--- src/rtl/pc_branch_unit.sv ---
// pc_branch_unit: NZP register, next-PC select (SEQ/BRnzp/CALL/RET), return-address stack, taken and sticky fault status
module pc_branch_unit #(
  parameter int PC_WIDTH    = 8,
  parameter int STACK_DEPTH = 4,
  parameter int DEPTH_W     = $clog2(STACK_DEPTH + 1)
) (
  input  logic                clock,
  input  logic                reset,
  input  logic                enable,
  input  logic [2:0]          core_state,
  input  logic [1:0]          pc_mode,
  input  logic [2:0]          nzp_instr,
  input  logic [2:0]          nzp_out,
  input  logic                nzp_write_enable,
  input  logic [PC_WIDTH-1:0] current_pc,
  input  logic [PC_WIDTH-1:0] immediate,
  output logic [2:0]          nzp,
  output logic [PC_WIDTH-1:0] next_pc,
  output logic                branch_taken,
  output logic [DEPTH_W-1:0]  stack_count,
  output logic                stack_overflow,
  output logic                stack_underflow
);
  logic [2:0]          nzp_q, nzp_d;
  logic [PC_WIDTH-1:0] next_pc_q, next_pc_d;
  logic                taken_q, taken_d;
  logic [DEPTH_W-1:0]  count_q, count_d;
  logic                ovf_q, ovf_d, unf_q, unf_d;
  logic [PC_WIDTH-1:0] stack_q [STACK_DEPTH];
  logic [PC_WIDTH-1:0] stack_d [STACK_DEPTH];
  logic                exec, upd, full, empty, is_call, is_ret, push, pop, redirect;
  logic [PC_WIDTH-1:0] seq, pop_val;
  always_comb begin
    exec     = enable && core_state == 3'b101;
    upd      = enable && core_state == 3'b110;
    seq      = current_pc + PC_WIDTH'(1);
    full     = count_q == DEPTH_W'(STACK_DEPTH);
    empty    = count_q == '0;
    is_call  = exec && pc_mode == 2'b10;
    is_ret   = exec && pc_mode == 2'b11;
    push     = is_call && !full;
    pop      = is_ret && !empty;
    redirect = push || pop || (exec && pc_mode == 2'b01 && |(nzp_q & nzp_instr));
    pop_val  = '0;
    for (int i = 0; i < STACK_DEPTH; i++) begin
      stack_d[i] = push && count_q == DEPTH_W'(i) ? seq : stack_q[i];
      pop_val    = count_q == DEPTH_W'(i + 1) ? stack_q[i] : pop_val;
    end
    nzp_d     = upd && nzp_write_enable ? nzp_out : nzp_q;
    next_pc_d = !exec ? next_pc_q : pop ? pop_val : redirect ? immediate : seq;
    taken_d   = exec ? redirect : taken_q;
    count_d   = push ? count_q + DEPTH_W'(1) : pop ? count_q - DEPTH_W'(1) : count_q;
    ovf_d     = ovf_q || (is_call && full);
    unf_d     = unf_q || (is_ret && empty);
  end
  always_ff @(posedge clock) begin
    stack_q <= stack_d;
    if (reset) begin
      nzp_q     <= '0;
      next_pc_q <= '0;
      taken_q   <= 1'b0;
      count_q   <= '0;
      ovf_q     <= 1'b0;
      unf_q     <= 1'b0;
    end else begin
      nzp_q     <= nzp_d;
      next_pc_q <= next_pc_d;
      taken_q   <= taken_d;
      count_q   <= count_d;
      ovf_q     <= ovf_d;
      unf_q     <= unf_d;
    end
  end
  assign nzp             = nzp_q;
  assign next_pc         = next_pc_q;
  assign branch_taken    = taken_q;
  assign stack_count     = count_q;
  assign stack_overflow  = ovf_q;
  assign stack_underflow = unf_q;
endmodule

--- config.mk ---
export PLATFORM = sky130hd
export DESIGN_NAME = pc_branch_unit
export DESIGN_NICKNAME = d
export VERILOG_FILES = /design/src/rtl/pc_branch_unit.sv
export SDC_FILE = /design/constraint.sdc
export NUM_CORES = 1
export LEC_CHECK = 0
export CAP_MARGIN = 0
export CORE_MARGIN = 8
export CORE_UTILIZATION = 50
export DETAILED_ROUTE_END_ITERATION = 10
export DONT_BUFFER_PORTS = 1
export SLEW_MARGIN = 10
export SYNTH_ARGS = -nofsm -noshare
export SYNTH_HDL_FRONTEND = slang
export SYNTH_SLANG_ARGS = --single-unit
--- constraint.sdc ---
create_clock -name clock -period 3 [get_ports clock]
set_input_delay 0.45 -clock clock [delete_from_list [all_inputs] [get_ports clock]]
set_output_delay 0.45 -clock clock [all_outputs]
set_load 0.05 [all_outputs]
Word level (Yosys, flattened, before mapping)
Cells that the tools add are included.
{"block": "classes", "n_addsub": 3, "n_eq_ne": 9, "mux": 8, "n_bitwise": 1, "n_reduce_logical": 24}
{"cell": "$mux W8", "n": 6}
{"cell": "$logic_and A1 B1 Y1", "n": 15}
{"cell": "$eq A3 B3 Y1 const B", "n": 3}
{"cell": "$add A8 B1 Y8 const B", "n": 1}
{"cell": "$eq A3 B2 Y1 const B", "n": 2}
{"cell": "$mux W3", "n": 2}
{"cell": "$eq A2 B2 Y1 const B", "n": 2}
{"cell": "$logic_or A1 B1 Y1", "n": 4}
{"cell": "$add A3 B1 Y3 const B", "n": 1}
{"cell": "$and A3 B3 Y3", "n": 1}
{"cell": "$eq A3 B1 Y1 const B", "n": 1}
{"cell": "$logic_not A3 Y1", "n": 1}
{"cell": "$reduce_or A3 Y1", "n": 1}
{"cell": "$sub A3 B1 Y3 const B", "n": 1}
{"cell": "$eq A2 B1 Y1 const B", "n": 1}
{"cell": "$logic_not A1 Y1", "n": 2}
{"cell": "$reduce_bool A2 Y1", "n": 1}
{"block": "totals", "ff_bits": 49, "out_inout_bits": 17, "word_cells": 55}

Depth between registers and ports, before layout
{"block": "depth", "word_depth": 8, "ltp_mapped": 9, "mapped_depth_nobuf": 7}

Worst setup path after synthesis
Ideal clock, no wire load.
{"block": "synth_timing", "kind": "register to register", "from": "reg count_q[0] (netlist: stack_count[0])", "to": "reg stack_q[0] (netlist name) (enable)", "t_arrival_ps": 2206, "required_time_ps": 2668, "path_slack_ps": 462, "path_stages_with_launch": 7, "n_path_buf": 1, "synth_period_minus_slack_ps": 2538, "path_cell_list": "dfxtp_1 -> inv_1 -> ha_1 -> and2_1 -> clkbuf_1 -> nor4b_2 -> and2_1"}
{"block": "synth_via", "elab_chain_cells": 4}
{"item": "start, declared", "line": "27", "text": "logic [DEPTH_W-1:0] count_q, count_d;"}
{"item": "start signal, assigned", "line": "69", "text": "count_q <= count_d;"}
{"item": "$eq A3 B3 Y1", "line": "37", "text": "full = count_q == DEPTH_W'(STACK_DEPTH);"}
{"item": "$logic_not A1 Y1", "line": "41", "text": "push = is_call && !full;"}
{"item": "$logic_and A1 B1 Y1", "line": "41"}
{"item": "$logic_and A1 B1 Y1 (*)", "line": "46", "text": "stack_d[i] = push && count_q == DEPTH_W'(i) ? seq : stack_q[i];"}
{"item": "end signal, assigned", "line": "57", "text": "stack_q <= stack_d;"}
{"item": "end, declared", "line": "29", "text": "logic [PC_WIDTH-1:0] stack_q [STACK_DEPTH];"}
Every way passes the cells marked *; elsewhere a longest branch is shown, timed or not.
A chain may end at the register's enable or synchronous reset.

Worst setup path after layout
{"block": "layout_timing", "from": "reg count_q[2] (netlist: stack_count[2])", "to": "reg next_pc_q[2] (netlist: next_pc[2])"}
{"block": "layout_via", "elab_chain_cells": 7}
{"item": "parallel branches: the longest is 6 deep, another holds $mux W8"}
{"item": "$mux W8 (*)", "line": "50", "text": "next_pc_d = !exec ? next_pc_q : pop ? pop_val : redirect ? immediate : seq;"}
{"item": "end signal, assigned", "line": "67", "text": "next_pc_q <= next_pc_d;"}
{"item": "end, declared", "line": "25", "text": "logic [PC_WIDTH-1:0] next_pc_q, next_pc_d;"}
Mark *: on every way between the ends.

==> impl_summary.log <==
[metrics] run status: completed
[metrics] post-detailed-routing wire length: 5.297 mm
[metrics] fraction of final layout cells sized beyond drive strength 1: 0.08696
[metrics] FF-to-FF setup slack: approximately 0.62 ns
[metrics] Min Clock Period, post-route: 2.376 ns
[metrics] final core utilization: 0.5592
[metrics] effective utilization at floorplan: 0.5249
[metrics] largest fanout on the critical path: 10
[metrics] top achievable clock speed: 0.4209 GHz
[metrics] number of flops mapped to enable cells by yosys: 32
[metrics] width of the die: 84.08 um
[metrics] hold buffer count at cts: 0
[metrics] instance count of the mapped netlist: 204
[metrics] Std-Cell Core Area: 4414 um^2
[metrics] clock sink count: 49
[metrics] setup-violating endpoint count in the final report: 0
[metrics] Row Count: 24
[metrics] critical path launch point type: register
[metrics] largest net degree at the start of global routing: 21
[metrics] RSZ-0062 raised after global routing: no
[metrics] number of global-route vias before repair: 1636
[metrics] slew at the pin with the worst max-slew slack: between 0.6 and 0.7 ns
[metrics] DRC violations left: 0
[metrics] Hold Crit Endpoint: stack_overflow
[metrics] global-route total usage across every layer: 0.1468
[metrics] reg2reg end: next_pc[2]
[metrics] Worst Reg2Reg Path Length in Cells: 6
[metrics] via-per-instance ratio: 6.220
[metrics] clock-pin slew on the worst setup and hold paths: 0.09 ns
[metrics] fraction of registers with async set/reset: 0
[metrics] leftover overflow at the end of global routing: 0
[metrics] worst ir drop on vdd: 0.0003029 V
[metrics] Required @ worst endpoint: 3.20 ns
[metrics] Syn Nets: 242
[metrics] Primary FF master, synth: edfxtp_1
[metrics] clock root cell: clkbuf_8
[metrics] Critical R2R Launch: stack_count[2]
[metrics] number of top-level pins: 48
[metrics] routability-driven placement congestion ratio: roughly 0.82
[metrics] hold path start: reset
[metrics] Filler Cells Inserted: 383
[metrics] number of placed cells counting well taps: approximately 250
[metrics] first-pass GRT wire length: 8.397 mm
[metrics] netlist area before placement: 2317 um^2
[metrics] starting DRC count in detailed routing: 99
[metrics] cts repair resizes: 0
[metrics] cells taking the most area after synthesis: edfxtp_1 (41%), dfxtp_1 (15%), a21oi_1 (4.1%)
[metrics] TritonCTS clock tree: done
[metrics] type of the setup path with the least slack: register to register
[metrics] Crit-path slowest cell: dfxtp_1
[metrics] cell type with the largest total area after synthesis: edfxtp_1
[metrics] count of buffers from port buffering: 0
[metrics] flop and latch count out of synthesis: 49
[metrics] fin crit share: 0.7920
[metrics] final max-slew violation count: 0
[metrics] sequential area share after synthesis: 0.5616
[metrics] layout net count: 244
[metrics] static leakage: 0.7987 nW
[metrics] router iterations before antenna repair: 4
[metrics] Post CTS Setup Buffer Count: 0
[metrics] worst hold-check path type: input pin to register
[metrics] clock skew after layout: 0.006092 ns
[metrics] Critical Path AT: 2.58 ns
[metrics] Synth Warn #: 0
[metrics] Inserted Clock Buffers: 5
[metrics] half-perimeter wire length after placement: just over 4 mm
[metrics] Hold Slack: 0.2153 ns
[metrics] instance count along the most critical hold path: 1
[metrics] initial antenna violation count: 0
[metrics] DR WL/cell: 20.45 um
[metrics] maximum clock insertion buffer count: 2
[metrics] post-route insts no fill: 259
[metrics] number of distinct library cell variants in the gate-level netlist after synthesis: 35
[metrics] synthesis-to-finish area growth: 6.534%
[metrics] Worst Setup End Kind: register
[metrics] via count: about 1.6k
[metrics] final count of hold timing violations: 0
[metrics] number of antenna diodes: 0
[metrics] final-layout setup total negative slack: 0 ns
[metrics] most frequent cells after synthesis: edfxtp_1 (32), nor2_1 (21), a21oi_1 (19)
[metrics] die area: 7069 um^2
[metrics] clock latency of the later-clocked register in the worst-skew pair: 0.29 ns
[metrics] cell-by-cell trace of the critical path: inv_1 -> ha_1 -> or2_2 -> o21ai_0 -> o211ai_1 -> a311oi_1
[metrics] Die H: 84.08 um
[metrics] worst slew margin relative to its limit: 0.5535
[metrics] Placed Instance Area: 2381 um^2
[metrics] maximum capacitance violations: 0
[metrics] total power divided by cell area: between 400 and 500 nW/um^2
[metrics] synthesized area per cell: 11.36 um^2
[metrics] Non-Filler Cell Area, Final: 2469 um^2
[metrics] most common cell in the netlist: edfxtp_1
[metrics] maximum level of the CTS H-tree: 2
[metrics] slowest cell delay on critical path: roughly 0.76 ns
[metrics] portion of synthesized cell area occupied by the leading cell type: 0.4147
[metrics] antenna-violating nets left: 0
[cell usage in the layout, fill, tap and decap left out, drive strengths merged, types with 2 or more instances in the layout]
cell and instances:
nor2b 4, a21oi 19, o211ai 5, buf 5, a211oi 3, o21a 3
clkbuf 6, and3 3, edfxtp 32, a311oi 6, nand4 3, nand2 10
and2 7, a22oi 8, o32ai 3, clkinvlp 2, nor2 21, nand3 3
xnor2 6, dfxtp 17, o21ai 11, mux2i 8, inv 4, ha 7
xor2 2
[worst max-delay path by stage]
| stage | startpoint | to | slack [ns] | cells past startpoint |
|---|---|---|---|---|
| after floorplan | stack_count[0] | stack_q[0] | 0.46 | 6 |
| after global placement | stack_count[2] | next_pc[2] | 0.66 | 6 |
| after detailed placement | stack_count[2] | next_pc[3] | 0.63 | 6 |
| after CTS | stack_count[2] | next_pc[1] | 0.60 | 6 |
| after global routing | stack_count[2] | next_pc[1] | 0.45 | 6 |
| final | stack_count[2] | next_pc[2] | 0.62 | 6 |
[routing by layer]
metal  track usage  wire (um)
met3       0.05078        424
met5             0          0
met4       0.05808         83
met2        0.2528       2767
met1        0.1597       2021
[through the flow]
step | setup WS (ns) | total power (W)
floorplan | 0.4625 | 0.0008308
global placement | 0.6609 | 0.0008450
detailed placement | 0.6289 | 0.0008476
CTS | 0.6017 | 0.001219
global route | 0.4466 | 0.001248
finish | 0.6239 | 0.001204
[critical path, delay by kind of cell (launching register included)]
| kind | cells | cell delay (ns) |
|---|---|---|
| flops | 1 | 0.76 |
| simple gates | 1 | 0.37 |
| compound gates | 3 | 0.63 |
| buf+inv | 1 | 0.17 |
| fa+ha+maj | 1 | 0.35 |
[power breakdown]
group / leakage, nW / switching (W) / internal (W)
Clock: 0.0374 / 0.000208 / 0.000164
Combinational: 0.336 / 0.0000431 / 0.0000278
Sequential: 0.426 / 0.0000318 / 0.000729
Total: 0.799 / 0.000283 / 0.000921
[logic make-up after synthesis]
group           after synthesis  synth area share
compound gates               59            0.1641
flops                        49            0.5616
fa+ha+maj                     7           0.03780
simple gates                 59            0.1485
mux                           8           0.03456
buf+inv                      14           0.02322
xor+xnor                      8           0.03024
[sequential cells by signal, summed over array words and instances, names as in the netlist]
name and cells:
nzp 3, stack_underflow 1, stack_overflow 1, next_pc 8, branch_taken 1, stack_count 3
stack_q 32
[area by class of cell]
class / instances / area (um^2) / area share
repair buffers: 5 / 37.54 / 0.01521
clock inverters: 2 / 15.01 / 0.006082
flip-flops and latches: 49 / 1301 / 0.5271
multi-input cells: 141 / 962.2 / 0.3898
clock buffers: 6 / 72.57 / 0.02940
inverters: 4 / 15.01 / 0.006082
well taps: 52 / 65.06 / 0.02636
(Power assumes the default switching activity.)
